===== config.mk =====
export PLATFORM = sky130hd
export DESIGN_NAME = vga_timing_ctrl
export DESIGN_NICKNAME = d
export VERILOG_FILES = /design/src/rtl/vga_pkg.sv /design/src/rtl/vga_delay_line.sv /design/src/rtl/vga_timing_ctrl.sv
export SDC_FILE = /design/constraint.sdc
export NUM_CORES = 1
export LEC_CHECK = 0
export CAP_MARGIN = 20
export CELL_PAD_IN_SITES_DETAIL_PLACEMENT = 1
export CELL_PAD_IN_SITES_GLOBAL_PLACEMENT = 1
export CORE_UTILIZATION = 33
export DETAILED_ROUTE_END_ITERATION = 6
export GPL_ROUTABILITY_DRIVEN = 0
export PLACE_DENSITY_LB_ADDON = 0.2
export RECOVER_POWER = 100
export SYNTH_ARGS = -nofsm -noshare
export SYNTH_HDL_FRONTEND = slang
export SYNTH_HIERARCHICAL = 1
export SYNTH_SLANG_ARGS = --single-unit

===== constraint.sdc =====
create_clock -name CLK_VGA -period 1.8 [get_ports CLK_VGA]
set_input_delay 0.36 -clock CLK_VGA [delete_from_list [all_inputs] [get_ports CLK_VGA]]
set_output_delay 0.36 -clock CLK_VGA [all_outputs]
set_load 0.01 [all_outputs]

===== src/rtl/vga_pkg.sv =====
`default_nettype none
// +--------------------------------------------------------------------+
// | vga_pkg: shared 1280x1024@60 timing constants and pixel types       |
// | Rev 1.0                                                             |
// +--------------------------------------------------------------------+
package vga_pkg;

    localparam int C_H_VISIBLE = 1280;
    localparam int C_H_FP      = 48;
    localparam int C_H_SYNC    = 112;
    localparam int C_H_BP      = 248;
    localparam int C_H_TOTAL   = C_H_VISIBLE + C_H_FP + C_H_SYNC + C_H_BP;

    localparam int C_V_VISIBLE = 1024;
    localparam int C_V_FP      = 1;
    localparam int C_V_SYNC    = 3;
    localparam int C_V_BP      = 38;
    localparam int C_V_TOTAL   = C_V_VISIBLE + C_V_FP + C_V_SYNC + C_V_BP;

    localparam int C_COORD_W   = 12;

    typedef logic [C_COORD_W-1:0] coord_t;

    typedef struct packed {
        logic [3:0] r;
        logic [3:0] g;
        logic [3:0] b;
    } rgb444_t;

endpackage
`default_nettype wire


===== src/rtl/vga_delay_line.sv =====
`default_nettype none
// +--------------------------------------------------------------------+
// | vga_delay_line: DEPTH-stage shift register, async reset to RESET_VAL|
// | Rev 1.0                                                             |
// +--------------------------------------------------------------------+
module vga_delay_line #(
    parameter int               WIDTH     = 3,
    parameter int               DEPTH     = 1,
    parameter logic [WIDTH-1:0] RESET_VAL = '0
) (
    input  logic             clk_i,
    input  logic             rst_i,
    input  logic [WIDTH-1:0] din_i,
    output logic [WIDTH-1:0] dout_o
);

    generate
        if (DEPTH == 0) begin : g_wire
            assign dout_o = din_i;
        end else begin : g_shift
            logic [WIDTH-1:0] stage_q [DEPTH];

            always_ff @(posedge clk_i or posedge rst_i) begin
                if (rst_i) begin
                    for (int i = 0; i < DEPTH; i++) begin
                        stage_q[i] <= RESET_VAL;
                    end
                end else begin
                    stage_q[0] <= din_i;
                    for (int i = 1; i < DEPTH; i++) begin
                        stage_q[i] <= stage_q[i-1];
                    end
                end
            end

            assign dout_o = stage_q[DEPTH-1];
        end
    endgenerate

endmodule
`default_nettype wire


===== src/rtl/vga_timing_ctrl.sv =====
`default_nettype none
// +--------------------------------------------------------------------+
// | vga_timing_ctrl: raster counters, sync/blank decode, pin alignment  |
// | Rev 1.0                                                             |
// +--------------------------------------------------------------------+
module vga_timing_ctrl
    import vga_pkg::*;
#(
    parameter int   H_VISIBLE  = C_H_VISIBLE,
    parameter int   H_FP       = C_H_FP,
    parameter int   H_SYNC     = C_H_SYNC,
    parameter int   H_BP       = C_H_BP,
    parameter int   V_VISIBLE  = C_V_VISIBLE,
    parameter int   V_FP       = C_V_FP,
    parameter int   V_SYNC     = C_V_SYNC,
    parameter int   V_BP       = C_V_BP,
    parameter logic SYNC_POL   = 1'b1,
    parameter int   PIPE_DELAY = 1
) (
    input  logic                 CLK_VGA,
    input  logic                 RESET,
    input  logic [3:0]           VGA_RED_IN,
    input  logic [3:0]           VGA_GREEN_IN,
    input  logic [3:0]           VGA_BLUE_IN,
    output logic [C_COORD_W-1:0] VGA_HORZ_COORD,
    output logic [C_COORD_W-1:0] VGA_VERT_COORD,
    output logic                 VGA_ACTIVE,
    output logic                 VGA_FRAME_START,
    output logic                 VGA_HS,
    output logic                 VGA_VS,
    output logic [3:0]           VGA_RED,
    output logic [3:0]           VGA_GREEN,
    output logic [3:0]           VGA_BLUE
);

    localparam int     H_TOTAL  = H_VISIBLE + H_FP + H_SYNC + H_BP;
    localparam int     V_TOTAL  = V_VISIBLE + V_FP + V_SYNC + V_BP;
    localparam coord_t H_LAST   = coord_t'(H_TOTAL - 1);
    localparam coord_t V_LAST   = coord_t'(V_TOTAL - 1);
    localparam coord_t H_VIS    = coord_t'(H_VISIBLE);
    localparam coord_t V_VIS    = coord_t'(V_VISIBLE);
    localparam coord_t HS_START = coord_t'(H_VISIBLE + H_FP);
    localparam coord_t HS_END   = coord_t'(H_VISIBLE + H_FP + H_SYNC);
    localparam coord_t VS_START = coord_t'(V_VISIBLE + V_FP);
    localparam coord_t VS_END   = coord_t'(V_VISIBLE + V_FP + V_SYNC);

    coord_t     h_q, h_d, v_q, v_d;
    logic       active_raw, hs_raw, vs_raw;
    logic [2:0] dly_out;
    rgb444_t    rgb_in, rgb_q;
    logic       hs_q, vs_q;

    always_comb begin
        h_d = h_q + 1'b1;
        v_d = v_q;
        if (h_q == H_LAST) begin
            h_d = '0;
            v_d = (v_q == V_LAST) ? '0 : v_q + 1'b1;
        end
    end

    always_ff @(posedge CLK_VGA or posedge RESET) begin
        if (RESET) begin
            h_q <= '0;
            v_q <= '0;
        end else begin
            h_q <= h_d;
            v_q <= v_d;
        end
    end

    assign active_raw = (h_q < H_VIS) && (v_q < V_VIS);
    assign hs_raw     = (h_q >= HS_START) && (h_q < HS_END);
    assign vs_raw     = (v_q >= VS_START) && (v_q < VS_END);

    // Gated by RESET so the pulse cannot appear while the raster is held.
    assign VGA_FRAME_START = !RESET && (h_q == '0) && (v_q == '0);
    assign VGA_HORZ_COORD  = h_q;
    assign VGA_VERT_COORD  = v_q;
    assign VGA_ACTIVE      = active_raw;

    vga_delay_line #(
        .WIDTH     (3),
        .DEPTH     (PIPE_DELAY),
        .RESET_VAL (3'b000)
    ) u_align (
        .clk_i  (CLK_VGA),
        .rst_i  (RESET),
        .din_i  ({active_raw, hs_raw, vs_raw}),
        .dout_o (dly_out)
    );

    assign rgb_in = {VGA_RED_IN, VGA_GREEN_IN, VGA_BLUE_IN};

    // Colour arrives PIPE_DELAY clocks after its coordinate; blank it here.
    always_ff @(posedge CLK_VGA or posedge RESET) begin
        if (RESET) begin
            hs_q  <= ~SYNC_POL;
            vs_q  <= ~SYNC_POL;
            rgb_q <= '0;
        end else begin
            hs_q  <= dly_out[1] ^ ~SYNC_POL;
            vs_q  <= dly_out[0] ^ ~SYNC_POL;
            rgb_q <= dly_out[2] ? rgb_in : '0;
        end
    end

    assign VGA_HS    = hs_q;
    assign VGA_VS    = vs_q;
    assign VGA_RED   = rgb_q.r;
    assign VGA_GREEN = rgb_q.g;
    assign VGA_BLUE  = rgb_q.b;

endmodule
`default_nettype wire

== After elaboration in Yosys (flattened, before gate mapping) ==
Cells that the tools add are included.
Cells by class
  $add $sub $neg: 2
  multipliers: 0
  divide/modulo/power cells: 0
  $lt $le $gt $ge: 6
  eq/ne operators: 2
  shift operators: 0
  multiplexer cells: 3
  bitwise gates (word level): 0
  reduce and logical (&&, ||, !) cells: 8
Operators with widths (number)
  12-bit by 11-bit < comparator with 1-bit output (second input constant): 4
  12-bit two-way mux: 3
  12-bit by 1-bit adder with 12-bit output (second input constant): 2
  12-bit by 11-bit == test with 1-bit output (second input constant): 2
  12-bit by 11-bit greater-or-equal comparator with 1-bit output (second input constant): 2
  12-bit logical NOT: 2
  1-bit logical AND: 5
  1-bit logical NOT: 1
Storage, ports and cells
  flip-flop bits (word level): 41
  latch bits: 0
  memory bits (writable): 0
  ROM bits: 0
  input port bits: 14
  output and inout port bits: 40
  logic and storage cells: 29
  memories kept: 0

== Longest topological paths before layout ==
Gate-level depths: netlist of the first run.
  depth in word-level cells: 3
  depth in mapped cells: 6
  gate-level depth less buffers: 6

== Modules after synthesis ==
The synthesis of the first run kept the hierarchy.
By module, submodules not included
  vga_timing_ctrl: times used 1, cells an instance 158, area an instance 1776.7 um2
  vga_delay_line: times used 1, cells an instance 4, area an instance 78.8 um2

== Least setup slack after synthesis of the first run ==
Ideal clock, no wire load.
  kind: flip-flop to output port
  start: register v_q[7] (netlist: VGA_VERT_COORD[7])
  end: output port VGA_FRAME_START
  arrival: 1.641 ns
  required time: 1.440 ns
  slack: -0.201 ns
  cell stages (with the launch flop): 4
  buffers on the path: 0
  cells stage by stage: dfrtp_1 > or4_4 > or4_4 > nor2_1
Between the ends
  word-level cells in the longest chain between the ends: 2
Ends and longest elaborated chain
  start, declared: RTL line vga_timing_ctrl.sv:47  | coord_t h_q, h_d, v_q, v_d;
  start signal, assigned: RTL line vga_timing_ctrl.sv:68  | v_q <= v_d;
  12-bit logical NOT: RTL line vga_timing_ctrl.sv:77  | assign VGA_FRAME_START = !RESET && (h_q == '0) && (v_q == '0);
  1-bit logical AND: RTL line vga_timing_ctrl.sv:77
  end, declared: RTL line vga_timing_ctrl.sv:28  | output logic VGA_FRAME_START,
No other way between the ends.

== Worst setup path in the final report of the first run ==
Same ends and word-level chain as after synthesis.

==> results.sh, run 1 <==
export IMPL_synth_edf_count=0
export IMPL_ff_latch_area_sq_um=1030
export IMPL_synthesis_area_per_instance_sq_um=11.5
export IMPL_crit_buf_inv=1
export IMPL_cp_max_fo=2
export IMPL_crit_arrival_ns=1.89
export IMPL_crit_path_end_kind="output port"
export IMPL_post_route_period_util=1.25
export IMPL_synth_top_cells_by_area="dfrtp_1, and2_1, xnor2_1"
export IMPL_die_area_sq_um=5930
export IMPL_grt_antenna_before_repair=0
export IMPL_synth_top_area_cell="dfrtp_1"
export IMPL_hpwl_mm=3.74
export IMPL_crit_path_cell_trace="or4_4 > or4_4 > nor2_4 > buf_6"
export IMPL_fin_area_sq_um=2890
export IMPL_relSlewSlack=0.370
export IMPL_seq_area_frac_synth=0.553
export IMPL_hold_viol=0
export IMPL_clk_pin_slew_ns=0.08
export IMPL_cts_sinks=41
export IMPL_grt_ovfl_total=0
export IMPL_first_pass_iters=4
export IMPL_drv_slew=0
export IMPL_dieWidth_microns=77.0
export IMPL_remaining_drc_errors=0
export IMPL_antenna_left=0
export IMPL_cts_tree="done"
export IMPL_routed_top_layer="met4"
export IMPL_worstSetupPathType="reg -> out"
export IMPL_critPathSlowestCell="or4_4"
export IMPL_yosys_area_share_simple=0.268
export IMPL_synth_most_common_cell="dfrtp_1"
export IMPL_multi_input_area_sq_um=835
export IMPL_initial_core_util=0.352
export IMPL_root_buffer="clkbuf_8"
export IMPL_layout_drive_gt1_share=0.234
export IMPL_fillers=588
export IMPL_path_common_cell="or4_4"
export IMPL_finalSetupViolations=12
export IMPL_core_area_sq_um=5270
export IMPL_synth_top_cells_by_count="dfrtp_1, and2_1, nand3_1, nor2_1, xnor2_1"
export IMPL_grt_usage=0.184
export IMPL_ys_ff_latch=41
export IMPL_io_pins=54
export IMPL_fin_skew_ns=0.00556
export IMPL_syn_num_nets=181
export IMPL_cap_violations=0
export IMPL_synth_compound_area_share=0.0432
export IMPL_dp_slack_ns=-0.544
export IMPL_fin_ws_ns=-0.454
export IMPL_routedWlPerCell_microns=15.9
export IMPL_port_buffers=53
export IMPL_required_ns=1.44
export IMPL_rsz0062_at_grt="yes"
export IMPL_min_period_ns=2.25
export IMPL_yosys_most_used_dff="dfrtp_1"
export IMPL_hold_class="reg -> reg"
export IMPL_synth_top_family_by_area="simple AND/OR/NAND/NOR gates"
export IMPL_synthArstFlopShare=1.00
export IMPL_row_count=26
export IMPL_yosysWarningCount=6
export IMPL_syn_to_final_growth_pct=55.5
export IMPL_crit_family="simple AND/OR/NAND/NOR gates"
export IMPL_grt_pass1_vias=1728
export IMPL_ir_drop_v=0.000263
export IMPL_critPathLaunchType="flop"
export IMPL_worstMarginPinSlew_ns=0.946
export IMPL_clk_latency_ns=0.29
export IMPL_syn_area_sq_um=1860
export IMPL_grt_max_degree=39
export IMPL_cts_buffers=5
export IMPL_route_met3_wl_microns=255
export IMPL_max_stage_delay_ns=0.51
export IMPL_viasPerCell=4.96
export IMPL_fmax_mhz=444
export IMPL_outcome="finished, violations left"
export IMPL_antennaDiodeCount=0
export IMPL_drtIter0Drc=66
export IMPL_violations="setup timing"
export IMPL_place_area_sq_um=2730
export IMPL_final_nets=274
export IMPL_synth_xor_area_share=0.0614
export IMPL_drt_met1_wl_mm=2.27
export IMPL_met2_length_mm=2.62
export IMPL_synth_top_area_share=0.553
export IMPL_finalWirelength_mm=5.18
export IMPL_power_density_nw_per_um2=623
export IMPL_synth_mux_area_frac=0.0121
export IMPL_critical_path_depth=4
export IMPL_via_count=1618
export IMPL_power_leakage_uw=0.00135
export IMPL_die_h_microns=77.0
export IMPL_htree_levels=2
export IMPL_synth_cells=162
export IMPL_clockBufferDepth=2
export IMPL_synth_adder_area_share=0.0337
export IMPL_min_path_cells=0
export IMPL_whs_ns=0.353
export IMPL_grt_pass1_wl_mm=8.51
export IMPL_worst_r2r_path_depth=7
export IMPL_ys_types=37
==> where the power goes <==
group          internal [uW]  leakage, uW  switching (uW)  total, uW
sequential               933     0.000522            2.60        936
clock                    452    0.0000585             322        774
combinational           48.9     0.000765            38.0       86.9
total                   1430      0.00135             362       1800
==> path summary, 6_finish.rpt <==
| kind | start | endpoint | slack, ns |
|---|---|---|---|
| max | VGA_VERT_COORD[7] | VGA_FRAME_START | -0.45 |
| min | u_align/dout_o[0] | VGA_VS | 0.35 |
| max reg2reg | VGA_HORZ_COORD[0] | VGA_VERT_COORD[6] | -0.14 |
| min reg2reg | u_align/dout_o[0] | VGA_VS | 0.35 |
| max in group asynchronous | RESET | VGA_VERT_COORD[7] | 0.27 |
| min in group asynchronous | RESET | u_align/dout_o[2] | 0.46 |
==> logic make-up (layout without fill, tap and decap cells) <==
| family | count (synthesis) | after routing |
|---|---|---|
| flip-flops | 41 | 41 |
| AND/OR/NAND/NOR | 76 | 76 |
| buffers and inverters | 11 | 105 |
| adder cells (fa/ha/maj) | 5 | 5 |
| XOR/XNOR | 13 | 13 |
| multiplexers | 2 | 2 |
| AO/OA/AOI/OAI | 14 | 14 |
==> cell type report <==
class,count,area share
Sequential cell,41,0.356
Multi-Input combinational cell,110,0.289
Timing Repair Buffer,91,0.276
Tap cell,70,0.0304
Clock buffer,7,0.0299
Clock inverter,1,0.0104
Inverter,6,0.00781
==> per-stage QoR <==
step,instances,total power (uW),setup TNS [ns],utilization
2_1_floorplan,162,987,-0.115,-
3_3_place_gp,314,1050,-0.698,0.519
3_5_place_dp,314,1060,-0.841,0.519
4_1_cts,324,1830,-0.476,0.549
5_1_grt,326,1870,-2.61,0.547
6_report,326,1800,-0.990,0.547
==> state kept, by name, indices dropped and copies added, names as in the netlist <==
| signal | flops |
|---|---|
| VGA_HS | 1 |
| VGA_HORZ_COORD | 12 |
| VGA_VS | 1 |
| VGA_GREEN | 4 |
| VGA_BLUE | 4 |
| u_align/dout_o | 3 |
| VGA_RED | 4 |
| VGA_VERT_COORD | 12 |
==> timing repair <==
item / in CTS / in global routing
hold buffers: 0 / 0
resized for setup: 16 / 16
pin swaps: 5 / 5
endpoints found under the setup margin: 9 / 14
gates cloned: 0 / 0
setup buffers: 2 / 2
==> layer usage <==
metal  vias up  global-route usage
met3         4              0.0476
met4         0              0.0547
met5         -                   0
met2        58               0.311
met1       805               0.231
li1        751                   -
==> cell usage in the layout (no fill, tap or decap), drive strengths merged, types with 7 or more instances in the layout <==
master,netlist,routed
dfrtp,41,41
clkdlybuf4s50,0,32
buf,3,26
clkbuf,2,21
dlygate4sd3,0,15
and2,13,13
nor2,11,11
nand3,11,11
xnor2,8,8
nand4,7,7
nand2,7,7
Note: power is estimated with default switching activity, not from simulation.
==> inputs of run 2 (changes only) <==
--- a/config.mk
+++ b/config.mk
@@ -8,7 +8,8 @@
 export CAP_MARGIN = 20
 export CELL_PAD_IN_SITES_DETAIL_PLACEMENT = 1
 export CELL_PAD_IN_SITES_GLOBAL_PLACEMENT = 1
-export CORE_UTILIZATION = 33
+export CORE_UTILIZATION = 34
+export CTS_BUF_LIST = sky130_fd_sc_hd__clkbuf_8
 export DETAILED_ROUTE_END_ITERATION = 6
 export GPL_ROUTABILITY_DRIVEN = 0
 export PLACE_DENSITY_LB_ADDON = 0.2
==> run 2 against run 1 <==
Net effect: the flow still finishes with violations (setup timing); fmax decreased by 0.98%; die area decreased by 2.9%; first-iteration DRC count decreased by 17%; wire length increased by 9.1%; hold slack improved by 0.0097 ns; clock power decreased by 7.1%; cell count increased by 0.92%; worst setup slack got worse by 0.022 ns; largest power group unchanged.
==> results.sh, run 2 (synthesized netlist as in run 1, its figures left out) <==
export IMPL_rsz0062_at_grt="yes"
export IMPL_min_period_ns=2.28
export IMPL_grt_usage=0.212
export IMPL_crit_path_end_kind="output port"
export IMPL_cap_violations=0
export IMPL_io_pins=54
export IMPL_core_area_sq_um=5170
export IMPL_relSlewSlack=0.442
export IMPL_clk_latency_ns=0.30
export IMPL_initial_core_util=0.359
export IMPL_power_switching_uw=358
export IMPL_final_cell_mix="dfrtp_1, clkdlybuf4s50_1, buf_4"
export IMPL_cts_tree="done"
export IMPL_ir_drop_v=0.000297
export IMPL_power_switching_share=0.205
export IMPL_crit_family="simple AND/OR/NAND/NOR gates"
export IMPL_worst_r2r_startpoint="VGA_HORZ_COORD[0]"
export IMPL_grt_pass1_vias=1756
export IMPL_routedWlPerCell_microns=17.2
export IMPL_power_uw=1740
export IMPL_outcome="finished, violations left"
export IMPL_critPathSlowestCell="or4_4"
export IMPL_power_density_nw_per_um2=602
export IMPL_placedCellCount=315
export IMPL_crit_path_cell_trace="or4_4 > or4_4 > nor2_4 > buf_6"
export IMPL_die_h_microns=75.9
export IMPL_ctsHoldBuffers=0
export IMPL_grt_antenna_before_repair=0
export IMPL_clk_pin_slew_ns=0.08
export IMPL_multi_input_area_sq_um=835
export IMPL_layout_commonest_cell="dfrtp_1"
export IMPL_hold_viol=0
export IMPL_grt_ovfl_total=0
export IMPL_combPwrFrac=0.050
export IMPL_die_area_sq_um=5760
export IMPL_required_ns=1.44
export IMPL_syn_to_final_growth_pct=56.2
export IMPL_place_area_sq_um=2730
export IMPL_fin_cells=329
export IMPL_min_from="u_align/dout_o[0]"
export IMPL_internal_power_uw=1390
export IMPL_cts_buffers=5
export IMPL_htree_levels=2
export IMPL_drtIter0Drc=55
export IMPL_fin_ws_ns=-0.476
export IMPL_clockBufferDepth=2
export IMPL_worstMarginPinSlew_ns=0.837
export IMPL_post_route_period_util=1.26
export IMPL_seqPwrFrac=0.537
export IMPL_final_nets=278
export IMPL_ff_latch_area_sq_um=1030
export IMPL_cts_sinks=41
export IMPL_remaining_drc_errors=0
export IMPL_fin_area_sq_um=2900
export IMPL_path_common_cell="or4_4"
export IMPL_fin_skew_ns=0.00874
export IMPL_power_leakage_uw=0.00132
export IMPL_crit_arrival_ns=1.92
export IMPL_hpwl_mm=3.92
export IMPL_antennaDiodeCount=0
export IMPL_violations="setup timing"
export IMPL_dieWidth_microns=75.9
export IMPL_critPathLaunchType="flop"
export IMPL_port_buffers=53
export IMPL_fillers=551
export IMPL_row_count=26
export IMPL_finalSetupViolations=21
export IMPL_worstSetupPathType="reg -> out"
export IMPL_max_stage_delay_ns=0.52
export IMPL_drv_slew=0
export IMPL_clockPowerShare=0.413
export IMPL_grt_max_degree=24
export IMPL_grt_pass1_wl_mm=8.70
export IMPL_first_pass_iters=4
export IMPL_cp_max_fo=2
export IMPL_crit_buf_inv=1
export IMPL_antenna_left=0
export IMPL_via_count=1626
export IMPL_viasPerCell=4.94
export IMPL_crit_start="VGA_VERT_COORD[7]"
export IMPL_root_buffer="clkbuf_8"
export IMPL_finalWirelength_mm=5.65
export IMPL_fmax_mhz=439
export IMPL_layout_drive_gt1_share=0.243
export IMPL_hold_class="reg -> reg"
-- run 2: cell count changes in the layout (fill, tap and decap cells not counted), moves of 2 or more --
cell / change
and2_1: -3
clkbuf_4: +4
dlygate4sd2_1: +2
buf_4: -2
and2_0: +3
clkdlybuf4s50_1: -2
-- run 2: timing repair --
action,in CTS,in global routing
endpoints found under the setup margin,9,14
gates resized for setup,22,11
pin swaps,8,7
buffers inserted,5,2
gates cloned,0,0
-- run 2: metrics by stage --
stage / setup WS (ns) / hold slack, ns / TNS, ns / utilization
3_5_place_dp: -0.591 / 0.349 / -0.846 / 0.527
6_report: -0.476 / 0.362 / -1.76 / 0.560
5_1_grt: -0.534 / 0.377 / -3.45 / 0.560
3_3_place_gp: -0.540 / 0.333 / -0.713 / 0.527
4_1_cts: -0.587 / 0.298 / -0.776 / 0.561
2_1_floorplan: -0.115 / 0.114 / -0.115 / -
-- run 2: area by class of cell --
class                   instances  share of cell area
clock buffers                   5              0.0237
clock inverters                 2              0.0121
inverters                       6             0.00777
multi-input cells             110               0.288
flip-flops and latches         41               0.355
well taps                      70              0.0302
repair buffers                 95               0.283
-- run 2: path summary, 6_finish.rpt --
path	cells past startpoint	to	slack, ns
setup reg to reg	7	VGA_VERT_COORD[6]	-0.20
setup / recovery	4	VGA_FRAME_START	-0.48
hold / removal	0	VGA_VS	0.36
min in group asynchronous	2	u_align/dout_o[2]	0.43
hold reg to reg	0	VGA_VS	0.36
max in group asynchronous	3	VGA_VERT_COORD[7]	0.41
-- run 2: power groups by stage --
stage / Clock (uW) / Combinational [uW] / Sequential, uW
floorplan: 0 / 23.4 / 963
global placement: 0 / 95.6 / 955
detailed placement: 0 / 98.1 / 956
CTS: 735 / 99.0 / 937
global route: 778 / 98.2 / 938
finish: 719 / 87.9 / 936
-- run 2: layer usage --
layer	wire [microns]	GRT usage
met1	2480	0.261
met2	2840	0.367
met3	256	0.0384
met4	68	0.0844
met5	0	0
